`src/rtl/retire_trace_pkg.sv`:
```
// Shared types for the retire trace buffer: the retire record payload,
// the capture FSM state encoding and counter widths.
package retire_trace_pkg;

    localparam int unsigned XLEN       = 32;
    localparam int unsigned REG_AW     = 5;
    localparam int unsigned DROP_CNT_W = 16;

    // One retired instruction as captured from the hart (103 bits).
    typedef struct packed {
        logic [XLEN-1:0]   pc;
        logic [XLEN-1:0]   inst;
        logic [REG_AW-1:0] rd_waddr;
        logic [XLEN-1:0]   rd_wdata;
        logic              trap;
        logic              halt;
    } retire_rec_t;

    localparam int unsigned REC_W = $bits(retire_rec_t);

    typedef enum logic [1:0] {
        RUN    = 2'd0,
        HALTED = 2'd1,
        DONE   = 2'd2
    } state_e;

endpackage

```
`src/rtl/retire_trace_buf_sync_fifo.sv`:
```
// sync_fifo: single-clock FIFO with occupancy count.
// Ports:
//   clk_i, rst_ni           clock, async active-low reset
//   push_i / wdata_i        write request and data (accepted if not full or popping)
//   pop_i                   read request (ignored when empty)
//   rdata_o                 head entry, zero when empty
//   count_o, full_o, empty_o occupancy status
module sync_fifo #(
    parameter int unsigned WIDTH = 8,
    parameter int unsigned DEPTH = 16,
    localparam int unsigned AW   = $clog2(DEPTH)
) (
    input  logic             clk_i,
    input  logic             rst_ni,
    input  logic             push_i,
    input  logic             pop_i,
    input  logic [WIDTH-1:0] wdata_i,
    output logic [WIDTH-1:0] rdata_o,
    output logic [AW:0]      count_o,
    output logic             full_o,
    output logic             empty_o
);

    logic [WIDTH-1:0] mem_q [DEPTH];
    logic [AW-1:0]    wr_ptr_q, wr_ptr_d;
    logic [AW-1:0]    rd_ptr_q, rd_ptr_d;
    logic [AW:0]      count_q,  count_d;
    logic             push_ok;
    logic             pop_ok;

    assign empty_o = (count_q == '0);
    assign full_o  = (count_q == (AW+1)'(DEPTH));
    assign pop_ok  = pop_i & ~empty_o;
    // When full, a same-cycle pop frees the slot being written.
    assign push_ok = push_i & (~full_o | pop_ok);

    // Pointer and occupancy update; pointers wrap naturally at DEPTH.
    always_comb begin
        wr_ptr_d = wr_ptr_q;
        rd_ptr_d = rd_ptr_q;
        count_d  = count_q + (AW+1)'(push_ok) - (AW+1)'(pop_ok);
        if (push_ok) wr_ptr_d = wr_ptr_q + AW'(1);
        if (pop_ok)  rd_ptr_d = rd_ptr_q + AW'(1);
    end

    always_ff @(posedge clk_i or negedge rst_ni) begin
        if (!rst_ni) begin
            wr_ptr_q <= '0;
            rd_ptr_q <= '0;
            count_q  <= '0;
        end else begin
            wr_ptr_q <= wr_ptr_d;
            rd_ptr_q <= rd_ptr_d;
            count_q  <= count_d;
        end
    end

    // Storage needs no reset; contents are only visible through count.
    always_ff @(posedge clk_i) begin
        if (push_ok) mem_q[wr_ptr_q] <= wdata_i;
    end

    assign count_o = count_q;
    assign rdata_o = empty_o ? '0 : mem_q[rd_ptr_q];

endmodule

```
`src/rtl/retire_trace_buf.sv`:
```
// retire_trace_buf: captures hart retire records into a FIFO and drains them
// over a valid/ready stream; tracks retired/dropped counts and halt status.
// Optional feature macro: RETIRE_TRACE_PC_CHECK_EN (PC continuity check).
// Ports:
//   i_clk, i_rst_n          clock, async active-low reset
//   i_retire_*              retire record sampled every cycle (hart cannot stall)
//   o_trace_*, i_trace_ready head record stream
//   o_count/o_full/o_empty  FIFO occupancy
//   o_overflow/o_drop_cnt   dropped-record status
//   o_retired_cnt           retires seen while running
//   o_halted/o_done         FSM status
//   o_pc_mismatch/o_mismatch_pc PC continuity result (zero when check not built)
module retire_trace_buf
    import retire_trace_pkg::*;
#(
    parameter int unsigned DEPTH = 16,
    localparam int unsigned AW   = $clog2(DEPTH)
) (
    input  logic                  i_clk,
    input  logic                  i_rst_n,
    input  logic                  i_retire_valid,
    input  logic [31:0]           i_retire_pc,
    input  logic [31:0]           i_retire_next_pc,
    input  logic [31:0]           i_retire_inst,
    input  logic [4:0]            i_retire_rd_waddr,
    input  logic [31:0]           i_retire_rd_wdata,
    input  logic                  i_retire_trap,
    input  logic                  i_retire_halt,
    output logic                  o_trace_valid,
    input  logic                  i_trace_ready,
    output logic [31:0]           o_trace_pc,
    output logic [31:0]           o_trace_inst,
    output logic [4:0]            o_trace_rd_waddr,
    output logic [31:0]           o_trace_rd_wdata,
    output logic                  o_trace_trap,
    output logic                  o_trace_halt,
    output logic [AW:0]           o_count,
    output logic                  o_full,
    output logic                  o_empty,
    output logic                  o_overflow,
    output logic [DROP_CNT_W-1:0] o_drop_cnt,
    output logic [31:0]           o_retired_cnt,
    output logic                  o_halted,
    output logic                  o_done,
    output logic                  o_pc_mismatch,
    output logic [31:0]           o_mismatch_pc
);

    state_e                state_q, state_d;
    retire_rec_t           wr_rec;
    retire_rec_t           rd_rec;
    logic [AW:0]           fifo_count;
    logic                  fifo_full;
    logic                  fifo_empty;
    logic                  run_retire;
    logic                  push;
    logic                  pop;
    logic                  drop;
    logic                  overflow_q, overflow_d;
    logic [DROP_CNT_W-1:0] drop_cnt_q, drop_cnt_d;
    logic [31:0]           retired_cnt_q, retired_cnt_d;

    // Retires only count while running; halted retires are ignored entirely.
    assign run_retire = i_retire_valid & (state_q == RUN);
    assign pop        = ~fifo_empty & i_trace_ready;
    assign push       = run_retire & (~fifo_full | pop);
    assign drop       = run_retire & fifo_full & ~pop;

    assign wr_rec = '{pc:       i_retire_pc,
                      inst:     i_retire_inst,
                      rd_waddr: i_retire_rd_waddr,
                      rd_wdata: i_retire_rd_wdata,
                      trap:     i_retire_trap,
                      halt:     i_retire_halt};

    sync_fifo #(
        .WIDTH (REC_W),
        .DEPTH (DEPTH)
    ) u_fifo (
        .clk_i   (i_clk),
        .rst_ni  (i_rst_n),
        .push_i  (push),
        .pop_i   (pop),
        .wdata_i (wr_rec),
        .rdata_o (rd_rec),
        .count_o (fifo_count),
        .full_o  (fifo_full),
        .empty_o (fifo_empty)
    );

    // Next state: halt record moves to HALTED, then DONE once drained.
    always_comb begin
        state_d = state_q;
        case (state_q)
            RUN:     if (run_retire & i_retire_halt) state_d = HALTED;
            HALTED:  if (fifo_empty) state_d = DONE;
            DONE:    state_d = DONE;
            default: state_d = RUN;
        endcase
    end

    always_ff @(posedge i_clk or negedge i_rst_n) begin
        if (!i_rst_n) state_q <= RUN;
        else          state_q <= state_d;
    end

    // Retire and drop accounting; drop count saturates at all-ones.
    always_comb begin
        overflow_d    = overflow_q;
        drop_cnt_d    = drop_cnt_q;
        retired_cnt_d = retired_cnt_q;
        if (run_retire) retired_cnt_d = retired_cnt_q + 32'd1;
        if (drop) begin
            overflow_d = 1'b1;
            if (drop_cnt_q != '1) drop_cnt_d = drop_cnt_q + DROP_CNT_W'(1);
        end
    end

    always_ff @(posedge i_clk or negedge i_rst_n) begin
        if (!i_rst_n) begin
            overflow_q    <= 1'b0;
            drop_cnt_q    <= '0;
            retired_cnt_q <= '0;
        end else begin
            overflow_q    <= overflow_d;
            drop_cnt_q    <= drop_cnt_d;
            retired_cnt_q <= retired_cnt_d;
        end
    end

`ifdef RETIRE_TRACE_PC_CHECK_EN
    logic [31:0] exp_pc_q, exp_pc_d;
    logic        have_prev_q, have_prev_d;
    logic        pc_mismatch_q, pc_mismatch_d;
    logic [31:0] mismatch_pc_q, mismatch_pc_d;
    logic        mismatch;

    // Checked on every running retire, including ones that get dropped.
    assign mismatch = run_retire & have_prev_q & (i_retire_pc != exp_pc_q);

    always_comb begin
        exp_pc_d      = exp_pc_q;
        have_prev_d   = have_prev_q;
        pc_mismatch_d = pc_mismatch_q | mismatch;
        mismatch_pc_d = mismatch_pc_q;
        if (run_retire) begin
            exp_pc_d    = i_retire_next_pc;
            have_prev_d = 1'b1;
        end
        if (mismatch & ~pc_mismatch_q) mismatch_pc_d = i_retire_pc;
    end

    always_ff @(posedge i_clk or negedge i_rst_n) begin
        if (!i_rst_n) begin
            exp_pc_q      <= '0;
            have_prev_q   <= 1'b0;
            pc_mismatch_q <= 1'b0;
            mismatch_pc_q <= '0;
        end else begin
            exp_pc_q      <= exp_pc_d;
            have_prev_q   <= have_prev_d;
            pc_mismatch_q <= pc_mismatch_d;
            mismatch_pc_q <= mismatch_pc_d;
        end
    end

    assign o_pc_mismatch = pc_mismatch_q;
    assign o_mismatch_pc = mismatch_pc_q;
`else
    logic unused_next_pc;
    assign unused_next_pc = ^i_retire_next_pc;
    assign o_pc_mismatch  = 1'b0;
    assign o_mismatch_pc  = '0;
`endif

    assign o_trace_valid    = ~fifo_empty;
    assign o_trace_pc       = rd_rec.pc;
    assign o_trace_inst     = rd_rec.inst;
    assign o_trace_rd_waddr = rd_rec.rd_waddr;
    assign o_trace_rd_wdata = rd_rec.rd_wdata;
    assign o_trace_trap     = rd_rec.trap;
    assign o_trace_halt     = rd_rec.halt;
    assign o_count          = fifo_count;
    assign o_full           = fifo_full;
    // Held low while reset is asserted so every output reads zero in reset.
    assign o_empty          = fifo_empty & i_rst_n;
    assign o_overflow       = overflow_q;
    assign o_drop_cnt       = drop_cnt_q;
    assign o_retired_cnt    = retired_cnt_q;
    assign o_halted         = (state_q != RUN);
    assign o_done           = (state_q == DONE);

endmodule

```
`config.mk`:
```
export PLATFORM = sky130hd
export DESIGN_NAME = retire_trace_buf
export DESIGN_NICKNAME = d
export VERILOG_FILES = /design/src/rtl/retire_trace_pkg.sv /design/src/rtl/retire_trace_buf_sync_fifo.sv /design/src/rtl/retire_trace_buf.sv
export SDC_FILE = /design/constraint.sdc
export NUM_CORES = 2
export LEC_CHECK = 0
export CAP_MARGIN = 20
export CORE_MARGIN = 10
export CORE_UTILIZATION = 49
export DETAILED_ROUTE_END_ITERATION = 10
export PLACE_DENSITY_LB_ADDON = 0.08
export SLEW_MARGIN = 0
export SYNTH_ARGS = -nofsm -noshare
export SYNTH_HDL_FRONTEND = slang
export SYNTH_HIERARCHICAL = 1
export SYNTH_SLANG_ARGS = --single-unit
```
`constraint.sdc`:
```
create_clock -name i_clk -period 12.41 [get_ports i_clk]
set_input_delay 2.482 -clock i_clk [delete_from_list [all_inputs] [get_ports i_clk]]
set_output_delay 2.482 -clock i_clk [all_outputs]
set_load 0.01 [all_outputs]
```
==> insert_results.sql <==
INSERT INTO impl_metrics (metric_group, metric, value, unit) VALUES
('cells_and_area', 'area_growth', '16.08', '%'),
('floorplan', 'die_area', '147900', 'sq um'),
('floorplan', 'die_h', '384.5', 'um'),
('route', 'detail_route.first_pass.iterations', '7', ''),
('floorplan', 'fp.dieW', '384.5', 'um'),
('sta', 'hold_violations', '0', ''),
('global_route', 'congestion_overflow_gr', '0', ''),
('global_route', 'via_count_of_the_first_global_routing_pass', '32510', ''),
('logic_synthesis', 'synth_edf_count', '1648', ''),
('cells_and_area', 'finalNetCount', '3368', ''),
('worst_setup_path', 'reg2reg_setup_slack', '7370', 'ps'),
('clock_network', 'clock_latency_on_the_worst_skew_pair', '800', 'ps'),
('placement', 'gp_routability_congestion', '0.7153', ''),
('clock_network', 'clock-root-buffer', 'clkbuf_16', ''),
('worst_setup_path', 'required_time_at_the_worst_slack_endpoint', '9930', 'ps'),
('placement', 'dpl.hpwl', '79320', 'um'),
('worst_setup_path', 'cp-startpoint', 'u_fifo/rd_ptr_q[1]', ''),
('hold_path', 'hp-class', 'reg -> reg', ''),
('cells_and_area', 'drive_gt1_frac', '0.2291', ''),
('route', 'vias_per_cell', '5.978', ''),
('logic_synthesis', 'yosysSeqAreaShare', '0.7847', ''),
('worst_setup_path', 'reg2reg_to', 'u_fifo/mem_q[11][53]', ''),
('placement', 'portBuffers', '268', ''),
('global_route', 'maximum_number_of_pins_on_one_net_before_global_route_repair', '111', ''),
('sta', 'finalSetupViolCount', '0', ''),
('clock_network', 'cts_resized', '0', ''),
('floorplan', 'initial_core_util', '0.4940', ''),
('floorplan', 'core_region_area', '131800', 'sq um'),
('logic_synthesis', 'synth.ff_latch_count', '1712', ''),
('worst_setup_path', 'path_buf_inv', '4', ''),
('sta', 'fin_worst_skew', '30.24', 'ps'),
('worst_setup_path', 'timing.critical_path.max_delay_family', 'buffers and inverters', ''),
('route', 'dr.first_iter.drc_count', '2484', ''),
('sta', 'max_slew_margin', '0.2229', ''),
('worst_setup_path', 'worst-endpoint-arrival', '5110', 'ps'),
('worst_setup_path', 'worst_r2r_path_depth', '10', ''),
('route', 'routed-via-count', '30580', ''),
('route', 'detail_route.wirelength', '152900', 'um'),
('run', 'cap_viol_max_count', '0', ''),
('logic_synthesis', 'netlist_area', '65110', 'sq um'),
('logic_synthesis', 'postSynth.topFlopCell', 'edfxtp_1', ''),
('route', 'avgRoutedWirePerCell', '29.89', 'um'),
('logic_synthesis', 'synthArstFlopShare', '0.03738', ''),
('worst_setup_path', 'crit_chain', 'buf_4, buf_4, buf_16, mux4_2, a22oi_1, o21ai_0, clkdlybuf4s50_1', ''),
('clock_network', 'clock_tree_from_tritoncts', 'done', ''),
('run_status', 'run_status', 'complete, no violations', ''),
('worst_setup_path', 'setup.worst_path.end_class', 'output port', ''),
('route', 'post_detailed_route_drc_marker_count', '0', ''),
('clock_network', 'h-tree-depth', '4', ''),
('global_route', 'grtUsageTotal', '0.2081', ''),
('power', 'power.density_cell_area', '222.5', 'nW/um^2'),
('global_route', 'grt_antenna_before_repair', '18', ''),
('worst_setup_path', 'endpoint', 'o_trace_inst[19]', ''),
('floorplan', 'row_count', '133', ''),
('power', 'total_leakage_power', '0.02423', 'uW'),
('clock_network', 'cts_num_sinks', '1712', ''),
('logic_synthesis', 'synth.avg_cell_area', '23.02', 'sq um'),
('clock_network', 'clkTransAtPathRegs', '60', 'ps'),
('global_route', 'wire_length_of_the_first_global_routing_pass', '224000', 'um'),
('clock_network', 'cts_made_buffers', '177', ''),
('clock_network', 'post_cts_hold_buffer_count', '0', ''),
('floorplan', 'io-pin-count', '334', ''),
('sta', 'tightestPinTransition', '1153', 'ps'),
('sta', 'setup_repair_after_global_routing_missed_its_margin', 'false', ''),
('worst_setup_path', 'path_depth', '7', ''),
('route', 'final_antenna_net_count', '0', ''),
('logic_synthesis', 'synth.yosys.warnings', '6', ''),
('worst_setup_path', 'regToRegStartpoint', 'u_fifo/count_o[2]', ''),
('sta', 'fin_crit_sh', '0.6121', ''),
('worst_setup_path', 'worst_path_largest_cell_delay', '1010', 'ps'),
('power', 'worst_ir_drop_vdd', '0.0001553', 'V');
## routing by layer
metal	vias to the layer above	share of wire	GRT usage
met5	-	0.00097	0
met4	24	0.017	0.04788
met3	217	0.066	0.04443
met2	953	0.51	0.3548
met1	16630	0.40	0.2748
li1	12750	-	-
## layout by cell type (no fill, tap or decap), drive strengths merged, types with 32 or more instances in the layout
master and count:
xnor2 35, clkdlybuf4s50 267, edfxtp 1648, a22oi 78
buf 80, conb 33, o21ai 81, mux2i 77
dfrtp 64, mux4 412, clkbuf 224, inv 32
clkinv 80
## where the power goes
group | leakage (uW) | total (uW) | switching (uW) | internal (uW)
clock network | 0.00268 | 4960 | 2130 | 2830
logic | 0.00587 | 4970 | 2600 | 2360
registers | 0.0157 | 6890 | 198 | 6690
total | 0.0242 | 16800 | 4930 | 11900
## Yosys cell counts, drive strengths merged (2+ instances only)
master,instances,area share
mux4,412,0.14
o21ai,81,0.0062
nand3,22,0.0017
a221o,26,0.0040
and2,3,0.00029
nor4,12,0.0012
buf,118,0.010
dfrtp,64,0.025
nor3,13,0.0010
mux2,2,0.00035
xnor2,35,0.0047
a22oi,78,0.0090
and4,3,0.00040
edfxtp,1648,0.76
xor2,21,0.0028
nor2,21,0.0012
and3,11,0.0011
a21oi,3,0.00023
ha,17,0.0033
nand2,23,0.0013
a22o,26,0.0035
nor3b,3,0.00042
mux2i,77,0.012
nand2b,5,0.00048
nand4,17,0.0017
inv,21,0.0012
or4b,2,0.00037
clkbuf,57,0.0033
## logic make-up after synthesis
kind of cell,after synthesis,synth area share
other cells,1,0.00005760
mux,491,0.1547
flops,1712,0.7847
compound gates,216,0.02318
buf+inv,196,0.01455
xor+xnor,56,0.007533
simple gates,138,0.01170
fa+ha+maj,18,0.003574
## cell type report
class	instances	area, sq um
antenna	3	7.507
timing repair buffer	347	3408
inverter	21	83.83
tap	1755	2196
clock inverter	101	693.2
sequential	1712	51100
fill	9611	56220
multi-input combinational	952	13340
clock buffer	224	4751
## flip-flops by register name, indices dropped and copies added (netlist names)
name / flops
u_fifo/count_o: 5
u_fifo/rd_ptr_q: 4
o_overflow: 1
state_q: 2
u_fifo/mem_q: 1648
o_drop_cnt: 16
o_retired_cnt: 32
u_fifo/wr_ptr_q: 4
## per-stage QoR
step | instance area (sq um) | utilization | hold slack (ps) | worst slack [ps] | instances
final | 75580 | 0.5734 | 468.9 | 4814 | 5115
after floorplan | 65230 | - | 504.1 | 1493 | 2860
after global placement | 69960 | 0.5308 | 454.5 | 5294 | 4780
after detailed placement | 70040 | 0.5314 | 457.2 | 5263 | 4783
after CTS | 75480 | 0.5727 | 474.1 | 4387 | 5108
after global routing | 75570 | 0.5734 | 504.9 | 4584 | 5112
## worst min-delay path by stage
stage                       to  slack, ps  cells after the start  startpoint
finish              o_overflow        470                      1  o_overflow
global route        o_overflow        500                      1  o_overflow
CTS                 o_overflow        470                      1  o_overflow
detailed placement  o_overflow        460                      1  o_overflow
global placement    o_overflow        450                      1  o_overflow
floorplan           o_overflow        500                      1  o_overflow
(Power assumes the default switching activity.)
